[config.mk]
export PLATFORM = sky130hd
export DESIGN_NAME = bcd_updown_counter
export DESIGN_NICKNAME = d
export VERILOG_FILES = /design/src/rtl/bcd_updown_counter.sv
export SDC_FILE = /design/constraint.sdc
export NUM_CORES = 1
export LEC_CHECK = 0
export CORE_ASPECT_RATIO = 1.1
export CORE_MARGIN = 1
export CORE_UTILIZATION = 45
export DETAILED_ROUTE_END_ITERATION = 10
export PLACE_DENSITY = 0.66
export SLEW_MARGIN = 20
export SYNTH_ARGS = -nofsm -noshare
export SYNTH_HDL_FRONTEND = slang
export SYNTH_SLANG_ARGS = --single-unit
[constraint.sdc]
create_clock -name clk -period 4.55 [get_ports clk]
set_input_delay 0.6825 -clock clk [delete_from_list [all_inputs] [get_ports clk]]
set_output_delay 0.6825 -clock clk [all_outputs]
set_load 0.01 [all_outputs]
[src/rtl/bcd_updown_counter.sv]
// ---------------------------------------------------------------------------
// bcd_updown_counter
//   Multi-digit BCD up/down counter with a programmable modulo, wrap or
//   saturate behaviour at the limits, a built-in tick prescaler, and a
//   sequential binary-to-BCD loader that uses the shift-add-3 method.
//
// Ports
//   clk       : rising-edge clock
//   rst_btn   : synchronous active-low reset
//   clear     : synchronous clear of the count to 0; also aborts a load
//   enable    : count enable (level)
//   up_down   : 1 = count up, 0 = count down
//   load      : load request, honoured only while not busy
//   data_in   : unsigned binary load value
//   bcd_out   : current count, digit 0 (units) in bits [3:0]
//   busy      : high while a load conversion is in progress
//   tc        : one-cycle pulse on a limit event (wrap or saturate hit)
//   load_err  : one-cycle pulse when data_in was clamped to MAX_VALUE
// ---------------------------------------------------------------------------
module bcd_updown_counter #(
    parameter int unsigned DIGITS       = 6,
    parameter int unsigned TICK_DIV     = 12_500_000,
    parameter int unsigned MAX_VALUE    = 999_999,
    parameter bit          SATURATE     = 1'b0,
    parameter int unsigned DATA_IN_SIZE = 20
) (
    input  logic                      clk,
    input  logic                      rst_btn,
    input  logic                      clear,
    input  logic                      enable,
    input  logic                      up_down,
    input  logic                      load,
    input  logic [DATA_IN_SIZE-1:0]   data_in,
    output logic [4*DIGITS-1:0]       bcd_out,
    output logic                      busy,
    output logic                      tc,
    output logic                      load_err
);

    localparam int unsigned BCD_W  = 4 * DIGITS;
    localparam int unsigned PRE_W  = (TICK_DIV > 1) ? $clog2(TICK_DIV) : 1;
    localparam int unsigned ITER_W = $clog2(DATA_IN_SIZE + 1);

    localparam logic [PRE_W-1:0]  PRE_LAST  = PRE_W'(TICK_DIV - 1);
    localparam logic [ITER_W-1:0] ITER_LAST = ITER_W'(DATA_IN_SIZE);
    localparam logic [63:0]       MAX_64    = 64'(MAX_VALUE);

    // Elaboration-time conversion of MAX_VALUE to its BCD form.
    function automatic logic [BCD_W-1:0] const_to_bcd(input int unsigned value);
        logic [BCD_W-1:0] r;
        int unsigned      v;
        r = '0;
        v = value;
        for (int unsigned i = 0; i < DIGITS; i++) begin
            r[4*i +: 4] = 4'(v % 10);
            v           = v / 10;
        end
        return r;
    endfunction

    localparam logic [BCD_W-1:0] MAX_BCD = const_to_bcd(MAX_VALUE);

    // Decimal increment with carry ripple across digits.
    function automatic logic [BCD_W-1:0] bcd_inc(input logic [BCD_W-1:0] v);
        logic [BCD_W-1:0] r;
        logic             carry;
        r     = v;
        carry = 1'b1;
        for (int unsigned i = 0; i < DIGITS; i++) begin
            if (carry) begin
                if (v[4*i +: 4] == 4'd9) begin
                    r[4*i +: 4] = 4'd0;
                end else begin
                    r[4*i +: 4] = v[4*i +: 4] + 4'd1;
                    carry       = 1'b0;
                end
            end
        end
        return r;
    endfunction

    // Decimal decrement with borrow ripple across digits.
    function automatic logic [BCD_W-1:0] bcd_dec(input logic [BCD_W-1:0] v);
        logic [BCD_W-1:0] r;
        logic             borrow;
        r      = v;
        borrow = 1'b1;
        for (int unsigned i = 0; i < DIGITS; i++) begin
            if (borrow) begin
                if (v[4*i +: 4] == 4'd0) begin
                    r[4*i +: 4] = 4'd9;
                end else begin
                    r[4*i +: 4] = v[4*i +: 4] - 4'd1;
                    borrow      = 1'b0;
                end
            end
        end
        return r;
    endfunction

    // Shift-add-3 pre-shift correction: any digit >= 5 gets +3 so the
    // following left shift carries correctly into the next decade.
    function automatic logic [BCD_W-1:0] dd_adjust(input logic [BCD_W-1:0] v);
        logic [BCD_W-1:0] r;
        r = v;
        for (int unsigned i = 0; i < DIGITS; i++) begin
            if (v[4*i +: 4] >= 4'd5) begin
                r[4*i +: 4] = v[4*i +: 4] + 4'd3;
            end
        end
        return r;
    endfunction

    typedef enum logic {
        ST_RUN  = 1'b0,
        ST_CONV = 1'b1
    } state_e;

    state_e               state_q, state_d;
    logic [BCD_W-1:0]     count_q, count_d;
    logic [PRE_W-1:0]     pre_q, pre_d;
    logic [DATA_IN_SIZE-1:0] bin_q, bin_d;
    logic [BCD_W-1:0]     conv_q, conv_d;
    logic [ITER_W-1:0]    iter_q, iter_d;
    logic                 busy_q, busy_d;
    logic                 tc_q, tc_d;
    logic                 load_err_q, load_err_d;

    logic                    load_clamp;
    logic [DATA_IN_SIZE-1:0] load_val;
    logic [BCD_W-1:0]        conv_adj;
    logic                    tick;

    // Load value clamping; a clamp implies MAX_VALUE fits in DATA_IN_SIZE bits.
    assign load_clamp = (64'(data_in) > MAX_64);
    assign load_val   = load_clamp ? DATA_IN_SIZE'(MAX_VALUE) : data_in;
    assign conv_adj   = dd_adjust(conv_q);

    // Next-state, datapath and output logic.
    always_comb begin
        state_d    = state_q;
        count_d    = count_q;
        pre_d      = pre_q;
        bin_d      = bin_q;
        conv_d     = conv_q;
        iter_d     = iter_q;
        tc_d       = 1'b0;
        load_err_d = 1'b0;
        tick       = 1'b0;

        case (state_q)
            ST_RUN: begin
                if (clear) begin
                    count_d = '0;
                    pre_d   = '0;
                end else if (load) begin
                    state_d    = ST_CONV;
                    pre_d      = '0;
                    bin_d      = load_val;
                    conv_d     = '0;
                    iter_d     = '0;
                    load_err_d = load_clamp;
                end else if (enable) begin
                    if (pre_q == PRE_LAST) begin
                        pre_d = '0;
                        tick  = 1'b1;
                    end else begin
                        pre_d = pre_q + PRE_W'(1);
                    end
                end else begin
                    pre_d = '0;
                end

                if (tick) begin
                    if (up_down) begin
                        if (count_q >= MAX_BCD) begin
                            tc_d    = 1'b1;
                            count_d = SATURATE ? count_q : '0;
                        end else begin
                            count_d = bcd_inc(count_q);
                        end
                    end else begin
                        if (count_q == '0) begin
                            tc_d    = 1'b1;
                            count_d = SATURATE ? count_q : MAX_BCD;
                        end else begin
                            count_d = bcd_dec(count_q);
                        end
                    end
                end
            end

            ST_CONV: begin
                pre_d = '0;
                if (clear) begin
                    count_d = '0;
                    state_d = ST_RUN;
                end else if (iter_q == ITER_LAST) begin
                    // All bits shifted in; commit and resume counting.
                    count_d = conv_q;
                    state_d = ST_RUN;
                end else begin
                    conv_d = {conv_adj[BCD_W-2:0], bin_q[DATA_IN_SIZE-1]};
                    bin_d  = bin_q << 1;
                    iter_d = iter_q + ITER_W'(1);
                end
            end

            default: begin
                state_d = ST_RUN;
            end
        endcase

        busy_d = (state_d == ST_CONV);
    end

    // State and output registers.
    always_ff @(posedge clk) begin
        if (!rst_btn) begin
            state_q    <= ST_RUN;
            count_q    <= '0;
            pre_q      <= '0;
            bin_q      <= '0;
            conv_q     <= '0;
            iter_q     <= '0;
            busy_q     <= 1'b0;
            tc_q       <= 1'b0;
            load_err_q <= 1'b0;
        end else begin
            state_q    <= state_d;
            count_q    <= count_d;
            pre_q      <= pre_d;
            bin_q      <= bin_d;
            conv_q     <= conv_d;
            iter_q     <= iter_d;
            busy_q     <= busy_d;
            tc_q       <= tc_d;
            load_err_q <= load_err_d;
        end
    end

    assign bcd_out  = count_q;
    assign busy     = busy_q;
    assign tc       = tc_q;
    assign load_err = load_err_q;

endmodule

# Yosys cells after proc, flatten, opt, wreduce, memory -nomap -nowiden
# Index checks and enable logic that the tools add are counted.
# word_totals
ff_bits	100
input_bits	26
out_inout_bits	27
wordCells	213
# classes
addsub	20
n_lt_le_gt_ge	8
eq_ne	24
muxes	128
bitwise_logic	4
n_reduce_logical	16
# ops
op	n
24-bit 2-to-1 mux	15
24-bit case mux with 2 select lines	3
4-bit 2-to-1 mux	27
20-bit 2-to-1 mux	5
1-bit 2-to-1 mux	70
5-bit inequality test, second input constant	10
20-bit case mux with 2 select lines	1
24-bit by 1-bit adder with 24-bit output, second input constant	1
4-bit by 1-bit adder with 4-bit output, second input constant	6
24-bit equality test, second input constant	1
4-bit equality test, second input constant	6
24-bit >= comparator, second input constant	1
4-bit by 3-bit >= comparator with 1-bit output, second input constant	6
24-bit zero test	1
4-bit zero test	6
4-bit AND reduction	6
4-bit by 1-bit subtractor with 4-bit output, second input constant	6
4-bit by 2-bit adder with 4-bit output, second input constant	5
20-bit greater-than comparator, second input constant	1
5-bit 2-to-1 mux	4
5-bit case mux with 2 select lines	1
2-bit inequality test, second input constant	4
3-bit by 2-bit inequality test with 1-bit output, second input constant	2
5-bit by 1-bit adder with 5-bit output, second input constant	1
8 further kinds	11

# Depth between registers and ports, before layout
# depth
depth_word	33
ltp_mapped	10
mapped_depth_nobuf	8

# Worst setup path before layout
# Ideal clock, no wire load.
# synth_timing
path_type	input to register
from	input clear
to	register count_q[11] (netlist: bcd_out[11])
setup_time_ps	88
t_arrival_ps	2399
t_required_ps	4462
path_slack_ps	2063
stages	6
n_path_buf	0
cell_sequence	nor4b_1 nor4b_4 nand2_2 or4_4 and3_4 a311oi_2
# synth_between
elab_chain_cells	4
word_cells_on_any_way	10
cone_classes	4 x eq/ne; 5 x mux; 1 x reduce/logical
# synth_lines
element	line	text
from (decl)	29	input logic clear,
1-bit 2-to-1 mux	153	if (clear) begin
1-bit 2-to-1 mux	151	case (state_q)
5-bit inequality test (no line), or another cell as far along	--	
4-bit AND reduction (no line) or 24-bit case mux with 2 select lines (tied branches)	--	
to (signal assigned)	231	count_q <= count_d;
to (decl)	120	logic [BCD_W-1:0] count_q, count_d;
# Parallel ways exist; a longest one is shown, timed or not. The select of a mux whose other input is x is not followed.
# A chain may end at the register's enable or synchronous reset.

# Final worst setup path
# layout_timing
from	input clear
to	register count_q[14] (netlist: bcd_out[14])
# Same word-level chain as after synthesis.

==> reports/metrics.csv <==
stage,metric,value,unit
outcome,status,completed,
sta,Final Hold Viols,0,
global_routing,vias in the first global route,5703,
critical_path,CP dominant cell by count,and2_1,
clock_tree,TritonCTS Buffers,9,
critical_path,Worst Path Max Fanout,15,
routing,DR iter-0 viols,624,
critical_path,CP startpoint kind,input pin,
sta,crit path time final,3290,ps
sta,Tcrit/Tclk final,72.3,%
logic_synthesis,Main synth FF type,dfxtp_1,
floorplanning,starting density of the core,46.5,%
critical_path,worst r2r path cells,7,
sta,fmax,0.304,GHz
logic_synthesis,cell area after synthesis,6170,um^2
placement,routability cong.,0.905,
placement,IO Port Bufs,52,
cells_and_area,Final Net Count,845,
power_and_ir_drop,power density cells,292,nW/um^2
global_routing,antenna violations before repair,0,
routing,drt pass-1 iters,6,
logic_synthesis,syn_nets,828,
critical_path,Worst EP arrival,3520,ps
sta,setup TNS,0,ps
global_routing,GRT Total Usage,24.5,%
clock_tree,CTS sink count,100,
clock_tree,CTS root buf,clkbuf_16,
logic_synthesis,register area share after synthesis,32.5,%
power_and_ir_drop,leakage,2.31,nW
critical_path,crit end category,flop,
routing,via count,6214,
min_path,Hold EP,pre_q[0],
sta,Max Slew Vio Count,0,
floorplanning,Core Region,13300,um^2
cells_and_area,share of post-route cells with drive strength above 1,7.29,%
sta,Worst Hold Slack,446,ps
floorplanning,overall die height,125,um
routing,Antenna Nets Post-Route,0,
sta,RSZ-0062 raised after global routing,no,
routing,wire length per cell,17.3,um
routing,Routed Wire Length,17.2,mm
cells_and_area,n_diodes,0,
critical_path,CP max stage delay,580,ps
sta,worst slew pin tran,848,ps
flow_run,Max Cap Viol,0,
min_path,worst min path class,reg -> reg,
critical_path,"reg-to-reg slack, setup",1570,ps
logic_synthesis,synth warn,0,
logic_synthesis,number of library cell types mapped by synthesis,72,
routing,drc violations,0,
clock_tree,Max Buffers Root-to-Sink,2,
power_and_ir_drop,worst vdd ir,0.147,mV
global_routing,pin count of the biggest net entering global routing,37,
min_path,Hold Path Stages,1,
floorplanning,Die X,114,um
logic_synthesis,ys async rst share,0,%
critical_path,crit-path cells,"clkdlybuf4s50_1, nor4b_1, nor4b_4, and2_1, nand4_1, and2_1, a311o_1",
sta,Clock Skews,6.86,ps
clock_tree,# resized after CTS,0,
sta,setup violators final,0,
floorplanning,Rows,44,
placement,dpl hpwl,11.9,mm
logic_synthesis,register bit total from synthesis,100,
clock_tree,H-tree depth,3,
global_routing,GRT overflow,0,
logic_synthesis,"Avg Cell Area, Syn",7.84,um^2
min_path,hold_sp,pre_q[0],
critical_path,critical setup path kind,in -> reg,
critical_path,CP required,4780,ps
floorplanning,I/O Pins,53,
clock_tree,CTS Hold Buffers Added,0,
global_routing,global-route wire length before repair,28.3,mm
sta,Max-slew headroom,43.0,%
floorplanning,die area,14200,um^2
critical_path,reg2reg start,bcd_out[19],
clock_tree,clk_lat worst skew,340,ps
cells_and_area,Layout fillers,1259,
critical_path,slowest CP cell,and2_1,
routing,vias per cell,6.26,
clock_tree,CTS tree,yes,
cells_and_area,Synth-to-Final Area Change,15.0,%
critical_path,R2R Path End,bcd_out[14],
clock_tree,Clock Pin Slew Worst Setup and Hold Paths,70,ps
logic_synthesis,Post-Synthesis Cells,787,
clock_tree,# Post-CTS Setup Buffers,0,
logic_synthesis,Post-synth EDFFs,0,
-- logic make-up (layout without fill, tap and decap cells) --
family / count (synthesis) / after routing / share of synthesized area [%]
simple gates: 299 / 299 / 25.6
compound gates: 244 / 244 / 27.4
flops: 100 / 100 / 32.5
buf+inv: 90 / 112 / 5.80
xor+xnor: 34 / 34 / 4.83
fa+ha+maj: 15 / 15 / 3.04
mux: 5 / 5 / 0.812
-- sequential cells by signal, indices dropped and copies added (netlist names) --
| name | flops |
|---|---|
| bcd_out | 24 |
| conv_q | 24 |
| pre_q | 24 |
| bin_q | 20 |
| iter_q | 5 |
| busy | 1 |
| load_err | 1 |
| tc | 1 |
-- critical path, delay by kind of cell --
family | cells | cell delay (ps)
AND/OR/NAND/NOR | 5 | 2050
buffers and inverters | 1 | 460
AO/OA/AOI/OAI | 1 | 310
-- placed cells by master (no fill, tap or decap), types with 9 or more instances in the layout --
cell / count
nand2b_1: 12
xor2_1: 20
buf_4: 11
a221oi_1: 11
nor2_1: 74
clkdlybuf4s50_1: 52
a22oi_1: 17
ha_1: 15
o31ai_1: 9
o21ai_0: 44
a21oi_1: 62
and3_1: 10
clkbuf_16: 9
nand4_1: 18
and2_1: 10
a211oi_1: 18
nor3_1: 16
dfxtp_1: 100
inv_1: 32
nand3_1: 31
xnor2_1: 14
nand2_1: 72
a311oi_1: 12
-- synthesized netlist by cell type (all sizes together) (6+ instances only) --
cell	count	area, um^2
nand2b	12	75.1
nand2	73	277
or3	6	37.5
xnor2	14	123
a31oi	7	43.8
o31ai	10	80.1
dfxtp	100	2000
nor2	75	282
a21oi	63	319
nor3	16	80.1
xor2	20	175
nor2b	6	37.5
o221ai	7	61.3
o21ai	44	220
and3	11	73.8
buf	15	76.3
a311oi	14	135
a221oi	11	96.3
a22oi	17	128
and2	11	71.3
o211ai	7	52.6
nand3	31	155
or4	10	93.8
a211oi	22	185
nand4	18	113
clkbuf	42	158
nor4	9	77.6
inv	32	120
ha	15	188
-- through the flow --
stage / utilization, % / instances / area [um^2] / setup slack [ps] / total power, mW
after floorplan: - / 787 / 6170 / 2060 / 1.15
after global placement: 51.0 / 977 / 6770 / 1100 / 1.25
after detailed placement: 51.0 / 977 / 6770 / 990 / 1.26
after CTS: 53.5 / 993 / 7090 / 1330 / 2.08
after global routing: 53.5 / 993 / 7090 / 1060 / 2.16
final: 53.5 / 993 / 7090 / 1260 / 2.07
-- how the worst max path moves through the flow --
stage	from	end	slack [ps]	cells after the start
detailed placement	clear	bcd_out[11]	990	7
global placement	clear	bcd_out[14]	1100	7
finish	clear	bcd_out[14]	1260	7
floorplan	clear	bcd_out[11]	2060	6
CTS	clear	bcd_out[14]	1330	7
global route	clear	bcd_out[14]	1060	7
-- report_power, final --
| part | internal [mW] | switching (mW) | leakage (nW) |
|---|---|---|---|
| clock network | 0.486 | 0.345 | 0.158 |
| logic | 0.121 | 0.168 | 1.34 |
| registers | 0.903 | 0.0503 | 0.813 |
-- routing by layer --
metal	vias to the layer above	GRT usage [%]	wire, um
li1	2954	-	-
met1	2973	32.9	7500
met2	257	40.6	8370
met3	30	2.58	1070
met4	0	8.44	282
met5	-	0	0
-- final cells by class --
cell class | count | area (um^2) | area share, %
repair buffers | 63 | 603 | 8.50
multi-input cells | 597 | 3810 | 53.7
flip-flops and latches | 100 | 2000 | 28.2
inverters | 33 | 124 | 1.75
well taps | 184 | 230 | 3.25
clock buffers | 9 | 225 | 3.18
clock inverters | 7 | 97.6 | 1.38
(Power assumes the default switching activity.)
